`config.mk`:
```
export PLATFORM = sky130hd
export DESIGN_NAME = ball_ctrl_flat
export DESIGN_NICKNAME = d
export VERILOG_FILES = /design/src/rtl/pong_pkg.sv /design/src/rtl/ball_ctrl_if.sv /design/src/rtl/ball_collide.sv /design/src/rtl/ball_ctrl.sv /design/src/flat_wrapper.sv
export SDC_FILE = /design/constraint.sdc
export NUM_CORES = 1
export LEC_CHECK = 0
export ABC_AREA = 1
export BUFFER_PORTS_ARGS = -buffer_cell sky130_fd_sc_hd__buf_4
export CAP_MARGIN = 40
export CORE_UTILIZATION = 30
export CTS_BUF_LIST = sky130_fd_sc_hd__clkbuf_8
export CTS_CLUSTER_DIAMETER = 40
export DETAILED_ROUTE_END_ITERATION = 8
export GPL_TIMING_DRIVEN = 0
export MAX_ROUTING_LAYER = met4
export PLACE_DENSITY = 0.56
export SLEW_MARGIN = 10
export SYNTH_ARGS = -nofsm -noshare
export SYNTH_HDL_FRONTEND = slang
export SYNTH_SLANG_ARGS = --single-unit
```
`constraint.sdc`:
```
create_clock -name clk -period 4.4 [get_ports clk]
set_clock_uncertainty 0.1 [all_clocks]
set_input_delay 0.44 -clock clk [delete_from_list [all_inputs] [get_ports clk]]
set_output_delay 0.44 -clock clk [all_outputs]
set_load 0.02 [all_outputs]
```
`src/rtl/pong_pkg.sv`:
```
// rtl/pong_pkg.sv - shared pong constants, FSM state encoding and direction codes
package pong_pkg;

  localparam int H_RES_DEF = 640;
  localparam int V_RES_DEF = 480;

  typedef enum logic [1:0] {
    ST_SERVE  = 2'd0,
    ST_PLAY   = 2'd1,
    ST_SCORED = 2'd2
  } state_e;

  localparam logic DIR_LEFT  = 1'b0;
  localparam logic DIR_RIGHT = 1'b1;
  localparam logic DIR_UP    = 1'b0;
  localparam logic DIR_DOWN  = 1'b1;

  // Wide enough for any on-screen coordinate plus one signed step past either edge.
  typedef logic signed [10:0] coord_t;

  function automatic coord_t abs_diff(input coord_t a, input coord_t b);
    coord_t d;
    d = a - b;
    return (d < 0) ? -d : d;
  endfunction

endpackage

```
`src/rtl/ball_ctrl_if.sv`:
```
// rtl/ball_ctrl_if.sv - frame/paddle inputs and ball sprite outputs of the ball controller
interface ball_ctrl_if;
  logic       frame;
  logic       pause;
  logic [8:0] pad_l_y;
  logic [8:0] pad_r_y;
  logic [9:0] ball_x;
  logic [8:0] ball_y;
  logic       serving;
  logic       score_l;
  logic       score_r;

  modport master (
    output frame, pause, pad_l_y, pad_r_y,
    input  ball_x, ball_y, serving, score_l, score_r
  );

  modport slave (
    input  frame, pause, pad_l_y, pad_r_y,
    output ball_x, ball_y, serving, score_l, score_r
  );
endinterface

```
`src/rtl/ball_collide.sv`:
```
// rtl/ball_collide.sv - combinational one-frame ball step with wall, paddle and miss resolution
module ball_collide
  import pong_pkg::*;
#(
  parameter int H_RES      = H_RES_DEF,
  parameter int V_RES      = V_RES_DEF,
  parameter int BALL_SIZE  = 10,
  parameter int PADDLE_W   = 10,
  parameter int PADDLE_H   = 60,
  parameter int PADDLE_L_X = 20,
  parameter int PADDLE_R_X = 620
) (
  input  logic [9:0] x_i,
  input  logic [8:0] y_i,
  input  logic       dx_i,
  input  logic       dy_i,
  input  logic [2:0] spd_i,
  input  logic [8:0] pad_l_y_i,
  input  logic [8:0] pad_r_y_i,
  output logic [9:0] x_o,
  output logic [8:0] y_o,
  output logic       dx_o,
  output logic       dy_o,
  output logic       hit_l_o,
  output logic       hit_r_o,
  output logic       miss_l_o,
  output logic       miss_r_o
);

  localparam coord_t HB     = coord_t'(BALL_SIZE / 2);
  localparam coord_t Y_MAX  = coord_t'(V_RES - 1 - BALL_SIZE / 2);
  localparam coord_t X_MAX  = coord_t'(H_RES - 1 - BALL_SIZE / 2);
  localparam coord_t L_FACE = coord_t'(PADDLE_L_X + PADDLE_W / 2);
  localparam coord_t R_FACE = coord_t'(PADDLE_R_X - PADDLE_W / 2);
  localparam coord_t REACH  = coord_t'((PADDLE_H + BALL_SIZE) / 2);

  localparam logic [8:0] Y_TOP   = 9'(BALL_SIZE / 2);
  localparam logic [8:0] Y_BOT   = 9'(V_RES - 1 - BALL_SIZE / 2);
  localparam logic [9:0] X_HIT_L = 10'(PADDLE_L_X + PADDLE_W / 2 + BALL_SIZE / 2);
  localparam logic [9:0] X_HIT_R = 10'(PADDLE_R_X - PADDLE_W / 2 - BALL_SIZE / 2);

  coord_t cx, cy, step, nx, ny;

  always_comb begin
    cx   = {1'b0, x_i};
    cy   = {2'b00, y_i};
    step = {8'd0, spd_i};
    nx   = (dx_i == DIR_RIGHT) ? cx + step : cx - step;
    ny   = (dy_i == DIR_DOWN) ? cy + step : cy - step;

    y_o  = ny[8:0];
    dy_o = dy_i;
    if (ny <= HB) begin
      y_o  = Y_TOP;
      dy_o = DIR_DOWN;
    end else if (ny >= Y_MAX) begin
      y_o  = Y_BOT;
      dy_o = DIR_UP;
    end

    // Paddle overlap is judged on the pre-move row, the miss on the post-move column.
    hit_l_o  = (dx_i == DIR_LEFT) && (nx - HB <= L_FACE)
               && (abs_diff(cy, {2'b00, pad_l_y_i}) < REACH);
    hit_r_o  = (dx_i == DIR_RIGHT) && (nx + HB >= R_FACE)
               && (abs_diff(cy, {2'b00, pad_r_y_i}) < REACH);
    miss_l_o = (dx_i == DIR_LEFT) && !hit_l_o && (nx <= HB);
    miss_r_o = (dx_i == DIR_RIGHT) && !hit_r_o && (nx >= X_MAX);

    x_o  = nx[9:0];
    dx_o = dx_i;
    if (hit_l_o) begin
      x_o  = X_HIT_L;
      dx_o = DIR_RIGHT;
    end else if (hit_r_o) begin
      x_o  = X_HIT_R;
      dx_o = DIR_LEFT;
    end else if (miss_l_o || miss_r_o) begin
      x_o = x_i;
    end
  end

endmodule

```
`src/rtl/ball_ctrl.sv`:
```
// rtl/ball_ctrl.sv - per-frame ball sequencer (serve/play/scored); BALL_CTRL_SPEEDUP_EN enables paddle speed-up
module ball_ctrl
  import pong_pkg::*;
#(
  parameter int H_RES       = H_RES_DEF,
  parameter int V_RES       = V_RES_DEF,
  parameter int BALL_SIZE   = 10,
  parameter int PADDLE_W    = 10,
  parameter int PADDLE_H    = 60,
  parameter int PADDLE_L_X  = 20,
  parameter int PADDLE_R_X  = 620,
  parameter int SPEED       = 2,
  parameter int MAX_SPEED   = 6,
  parameter int SERVE_DELAY = 60
) (
  input logic        clk,
  input logic        rst,
  ball_ctrl_if.slave bus
);

  localparam logic [9:0] X_CTR      = 10'(H_RES / 2);
  localparam logic [8:0] Y_CTR      = 9'(V_RES / 2);
  localparam logic [2:0] SPD_INIT   = 3'(SPEED);
  localparam logic [7:0] SERVE_LAST = 8'(SERVE_DELAY - 1);

  if (SPEED < 1 || SPEED > 7 || MAX_SPEED < 1 || MAX_SPEED > 7 || (BALL_SIZE % 2) != 0)
  begin : g_cfg_err
    $error("ball_ctrl: speed must be 1..7 and ball size even");
  end

  state_e     state_q, state_d;
  logic [7:0] cnt_q, cnt_d;
  logic [9:0] x_q, x_d;
  logic [8:0] y_q, y_d;
  logic       dx_q, dx_d, dy_q, dy_d;
  logic [2:0] spd_q, spd_d, spd_hit;
  logic       score_l_q, score_l_d, score_r_q, score_r_d;

  logic       frame_ok;
  logic [9:0] cx;
  logic [8:0] cy;
  logic       cdx, cdy, hit_l, hit_r, miss_l, miss_r;

  assign frame_ok = bus.frame & ~bus.pause;

  ball_collide #(
    .H_RES(H_RES), .V_RES(V_RES), .BALL_SIZE(BALL_SIZE), .PADDLE_W(PADDLE_W),
    .PADDLE_H(PADDLE_H), .PADDLE_L_X(PADDLE_L_X), .PADDLE_R_X(PADDLE_R_X)
  ) u_collide (
    .x_i(x_q), .y_i(y_q), .dx_i(dx_q), .dy_i(dy_q), .spd_i(spd_q),
    .pad_l_y_i(bus.pad_l_y), .pad_r_y_i(bus.pad_r_y),
    .x_o(cx), .y_o(cy), .dx_o(cdx), .dy_o(cdy),
    .hit_l_o(hit_l), .hit_r_o(hit_r), .miss_l_o(miss_l), .miss_r_o(miss_r)
  );

  always_ff @(posedge clk) begin
    if (rst) begin
      state_q   <= ST_SERVE;
      cnt_q     <= '0;
      x_q       <= X_CTR;
      y_q       <= Y_CTR;
      dx_q      <= DIR_RIGHT;
      dy_q      <= DIR_DOWN;
      spd_q     <= SPD_INIT;
      score_l_q <= 1'b0;
      score_r_q <= 1'b0;
    end else begin
      state_q   <= state_d;
      cnt_q     <= cnt_d;
      x_q       <= x_d;
      y_q       <= y_d;
      dx_q      <= dx_d;
      dy_q      <= dy_d;
      spd_q     <= spd_d;
      score_l_q <= score_l_d;
      score_r_q <= score_r_d;
    end
  end

  always_comb begin
    state_d   = state_q;
    cnt_d     = cnt_q;
    x_d       = x_q;
    y_d       = y_q;
    dx_d      = dx_q;
    dy_d      = dy_q;
    spd_d     = spd_q;
    score_l_d = 1'b0;
    score_r_d = 1'b0;
`ifdef BALL_CTRL_SPEEDUP_EN
    spd_hit   = (spd_q < 3'(MAX_SPEED)) ? spd_q + 3'd1 : 3'(MAX_SPEED);
`else
    spd_hit   = SPD_INIT;
`endif

    case (state_q)
      ST_SERVE: begin
        if (frame_ok) begin
          if (cnt_q == SERVE_LAST) begin
            cnt_d   = '0;
            state_d = ST_PLAY;
          end else begin
            cnt_d = cnt_q + 8'd1;
          end
        end
      end
      ST_PLAY: begin
        if (frame_ok) begin
          if (miss_l) begin
            state_d   = ST_SCORED;
            score_r_d = 1'b1;
          end else if (miss_r) begin
            state_d   = ST_SCORED;
            score_l_d = 1'b1;
          end else begin
            x_d  = cx;
            y_d  = cy;
            dx_d = cdx;
            dy_d = cdy;
            if (hit_l || hit_r) spd_d = spd_hit;
          end
        end
      end
      ST_SCORED: begin
        // Serve toward whoever conceded the point.
        state_d = ST_SERVE;
        cnt_d   = '0;
        x_d     = X_CTR;
        y_d     = Y_CTR;
        dx_d    = score_r_q ? DIR_LEFT : DIR_RIGHT;
        spd_d   = SPD_INIT;
      end
      default: state_d = ST_SERVE;
    endcase
  end

  assign bus.ball_x  = x_q;
  assign bus.ball_y  = y_q;
  assign bus.serving = (state_q == ST_SERVE);
  assign bus.score_l = score_l_q;
  assign bus.score_r = score_r_q;

endmodule

```
`src/flat_wrapper.sv`:
```
// flat-port wrapper written by rule: the top's interface ports become plain ports
module ball_ctrl_flat import pong_pkg::*;
#(
  parameter int H_RES       = H_RES_DEF,
  parameter int V_RES       = V_RES_DEF,
  parameter int BALL_SIZE   = 10,
  parameter int PADDLE_W    = 10,
  parameter int PADDLE_H    = 60,
  parameter int PADDLE_L_X  = 20,
  parameter int PADDLE_R_X  = 620,
  parameter int SPEED       = 2,
  parameter int MAX_SPEED   = 6,
  parameter int SERVE_DELAY = 60
)
  (clk, rst, bus_frame, bus_pause, bus_pad_l_y, bus_pad_r_y, bus_ball_x, bus_ball_y, bus_serving, bus_score_l, bus_score_r);
  ball_ctrl_if bus_i ();
  input logic clk;
  input logic rst;
  input wire logic [$bits(bus_i.frame)-1:0] bus_frame;
  input wire logic [$bits(bus_i.pause)-1:0] bus_pause;
  input wire logic [$bits(bus_i.pad_l_y)-1:0] bus_pad_l_y;
  input wire logic [$bits(bus_i.pad_r_y)-1:0] bus_pad_r_y;
  output wire logic [$bits(bus_i.ball_x)-1:0] bus_ball_x;
  output wire logic [$bits(bus_i.ball_y)-1:0] bus_ball_y;
  output wire logic [$bits(bus_i.serving)-1:0] bus_serving;
  output wire logic [$bits(bus_i.score_l)-1:0] bus_score_l;
  output wire logic [$bits(bus_i.score_r)-1:0] bus_score_r;
  assign bus_i.frame = bus_frame;
  assign bus_i.pause = bus_pause;
  assign bus_i.pad_l_y = bus_pad_l_y;
  assign bus_i.pad_r_y = bus_pad_r_y;
  assign bus_ball_x = bus_i.ball_x;
  assign bus_ball_y = bus_i.ball_y;
  assign bus_serving = bus_i.serving;
  assign bus_score_l = bus_i.score_l;
  assign bus_score_r = bus_i.score_r;
  ball_ctrl #(.H_RES(H_RES), .V_RES(V_RES), .BALL_SIZE(BALL_SIZE), .PADDLE_W(PADDLE_W), .PADDLE_H(PADDLE_H), .PADDLE_L_X(PADDLE_L_X), .PADDLE_R_X(PADDLE_R_X), .SPEED(SPEED), .MAX_SPEED(MAX_SPEED), .SERVE_DELAY(SERVE_DELAY)) u_core (.clk(clk), .rst(rst), .bus(bus_i));
endmodule
```
==> results.yml <==
timing:
  hold_slack_ps: 392
  setup_tns_ps: 0
  period_needed_ps: 3640
  max_slew_margin_pct: 60.2
  fin_ws_ps: 758
  setup_viol: 0
  slew_viol_final: 0
  min_period_over_period_pct: 82.8
  timing.fmax_mhz: 275
  rsz0062_at_grt: "false"
  report.final.hold_viol_count: 0
  worstMarginPinSlew_ps: 592
synthesis:
  yosysSeqAreaShare_pct: 14.2
  yosys_warnings: 0
  synth-edff-count: 0
  synth_nets: 856
  synth.largest_area_cell: "nand2_1"
  async_reset_ff_share_pct: 0
  ys_ff_latch: 32
  synth_cell_types: 48
  synth_common_cells: "nand2_1, inv_1, nand3_1, nor2_1, ha_1"
  synth_most_common_cell: "nand2_1"
  synth.area.top_cells: "nand2_1, dfxtp_1, nand3_1"
  synth_top_area_share_pct: 19.5
  yosys_most_used_dff: "dfxtp_1"
  syn_inst: 792
  syn_area_sq_um: 4500
  avgSynthCellArea_sq_um: 5.68
clock_network:
  cts_tree: "yes"
  cts_resized: 0
  cts_buffers: 5
  cts_setup_buffers: 0
  clkTransAtPathRegs_ps: 70
  numClockSinks: 32
  cts-root-buf: "clkbuf_8"
  hold_buffers: 0
  h-tree-depth: 2
  clk_path_buf_depth: 2
  clkLatencyLatePin_ps: 290
global_routing:
  grtUsageMet3_pct: 1.50
  met1_usage_pct: 21.2
  overflow: 0
  grt.total_usage_pct: 15.9
  grt_pass1_vias: 4570
  busiest_layer: "met2"
  grt_max_degree: 13
  grt_antenna_before_repair: 0
  grt_first_pass_wirelength_mm: 20.4
  use_met2_pct: 26.2
routing:
  wirelength_mm: 11.6
  antenna_left: 0
  avgRoutedWirePerCell_um: 11.3
  drt_pass1_iterations: 6
  routed-via-count: 4831
  drtIter0Drc: 285
  vias_per_cell: 4.71
  drc: 0
layout:
  fillers: 1645
  n_antenna_cell: 0
  area_growth_pct: 14.3
  utilization_pct: 35.3
  drive_gt1_share_pct: 11.8
  fin_cells: 1025
  stdcell_area_sq_um: 5150
  layout.nets: 904
power_and_ir_drop:
  leakage_nw: 2.83
  p_total_mw: 2.49
  powerDensity_nw_per_um2: 484
  vdd_drop_max_v: 0.000189
worst_setup_path:
  reg2reg_setup_slack_ps: 760
  end_kind: "register"
  r2r_start: "u_core.bus.ball_y[0]"
  crit_start: "u_core.bus.ball_y[0]"
  critPathMaxFanout: 10
  r2r_cells: 24
  cp.required_ps: 4480
  r2r-end: "u_core.bus.ball_x[1]"
  critical_path_class: "register to register"
  worstSetupStartpointType: "register"
  crit_arrival_ps: 3730
worst_hold_path:
  min_path_cells: 2
  hold_path.startpoint: "u_core.cnt_q[7]"
  hold_path_class: "register to register"
  whs_endpoint: "u_core.cnt_q[7]"
placed_design:
  placed_area_sq_um: 5040
  place_congestion: 0.830
  dp.cells: 1017
  port_buffers: 41
  dp_hpwl_mm: 9.57
  preCtsSetupSlack_ps: 741
floorplan:
  rows: 44
  core-area_sq_um: 14600
  pin_count: 44
  dieArea_sq_um: 15500
  die_w_um: 125
  die_height_um: 125
  start_util_pct: 30.9
outcome:
  status: "completed"
job:
  drv_cap: 0
layout make-up:
| class | count | area [sq um] | share of cell area [%] |
|---|---|---|---|
| Clock inverter | 3 | 38.8 | 0.754 |
| Multi-Input combinational cell | 620 | 3300 | 64.0 |
| Timing Repair Buffer | 41 | 308 | 5.98 |
| Clock buffer | 5 | 68.8 | 1.34 |
| Buffer | 12 | 85.1 | 1.65 |
| Sequential cell | 32 | 641 | 12.4 |
| Inverter | 128 | 480 | 9.33 |
| Tap cell | 184 | 230 | 4.47 |
layer usage:
metal / up-vias / wire [um]
met2: 74 / 5240
met3: 12 / 400
li1: 2633 / -
met4: 0 / 72
met1: 2112 / 5850
met5: - / 0
power breakdown:
part | internal (mW) | switching, mW
combinational | 0.645 | 1.15
sequential | 0.341 | 0.0804
clock | 0.166 | 0.113
cell usage in the layout (no fill, tap or decap), drive strengths merged, types with 5 or more instances in the layout:
master / netlist / routed
nand2: 254 / 254
inv: 126 / 127
nand3: 105 / 105
nor2: 97 / 97
buf: 8 / 49
ha: 39 / 39
a21oi: 37 / 37
dfxtp: 32 / 32
o21ai: 21 / 21
nand4: 18 / 18
clkbuf: 4 / 9
xor2: 8 / 8
nor3: 5 / 5
xnor2: 5 / 5
sequential cells by signal, summed over array words and instances, names as in the netlist:
signal and cells:
u_core.bus.ball_x 9, u_core.state_q 2, u_core.bus.score_l 1, u_core.dx_q 1, u_core.cnt_q 8, u_core.bus.ball_y 9
u_core.bus.score_r 1, u_core.dy_q 1
kinds of logic after synthesis:
logic type,synth area share (%)
and+or+nand+nor,48.6
other,0.0833
AOI/OAI and AO/OA,9.37
buffers and inverters,12.6
xor gates and xnor gates,2.53
DFF,14.2
adders and majority gates,12.2
muxes,0.445
worst max-delay path, stage by stage (launching register included):
cell     delay (ps)
dfxtp_1         380
inv_1           140
ha_1            220
inv_1           130
fa_1            450
inv_1           100
ha_1            170
inv_1            50
a21oi_1         110
nand3_1         120
nor2_1          110
nand2_1         100
nor2_1          110
nand2_1          70
nand2_1          60
nand2_1          40
nand2_1         100
nand4_4         230
nand2_4         170
nand2_4          60
nand2_4          90
nand2_4          70
buf_6           170
a21oi_1         120
nor2_1           50
worst max-delay path by stage:
stage	slack, ps	to	depth (start not counted)
6_report	760	u_core.bus.ball_x[1]	24
5_1_grt	300	u_core.bus.ball_x[7]	24
4_1_cts	710	u_core.bus.ball_x[1]	24
3_5_place_dp	740	u_core.bus.ball_x[1]	24
3_3_place_gp	700	u_core.bus.ball_x[1]	24
2_1_floorplan	1180	u_core.bus.ball_x[1]	24
No activity file was read; power rests on OpenSTA's default activity.
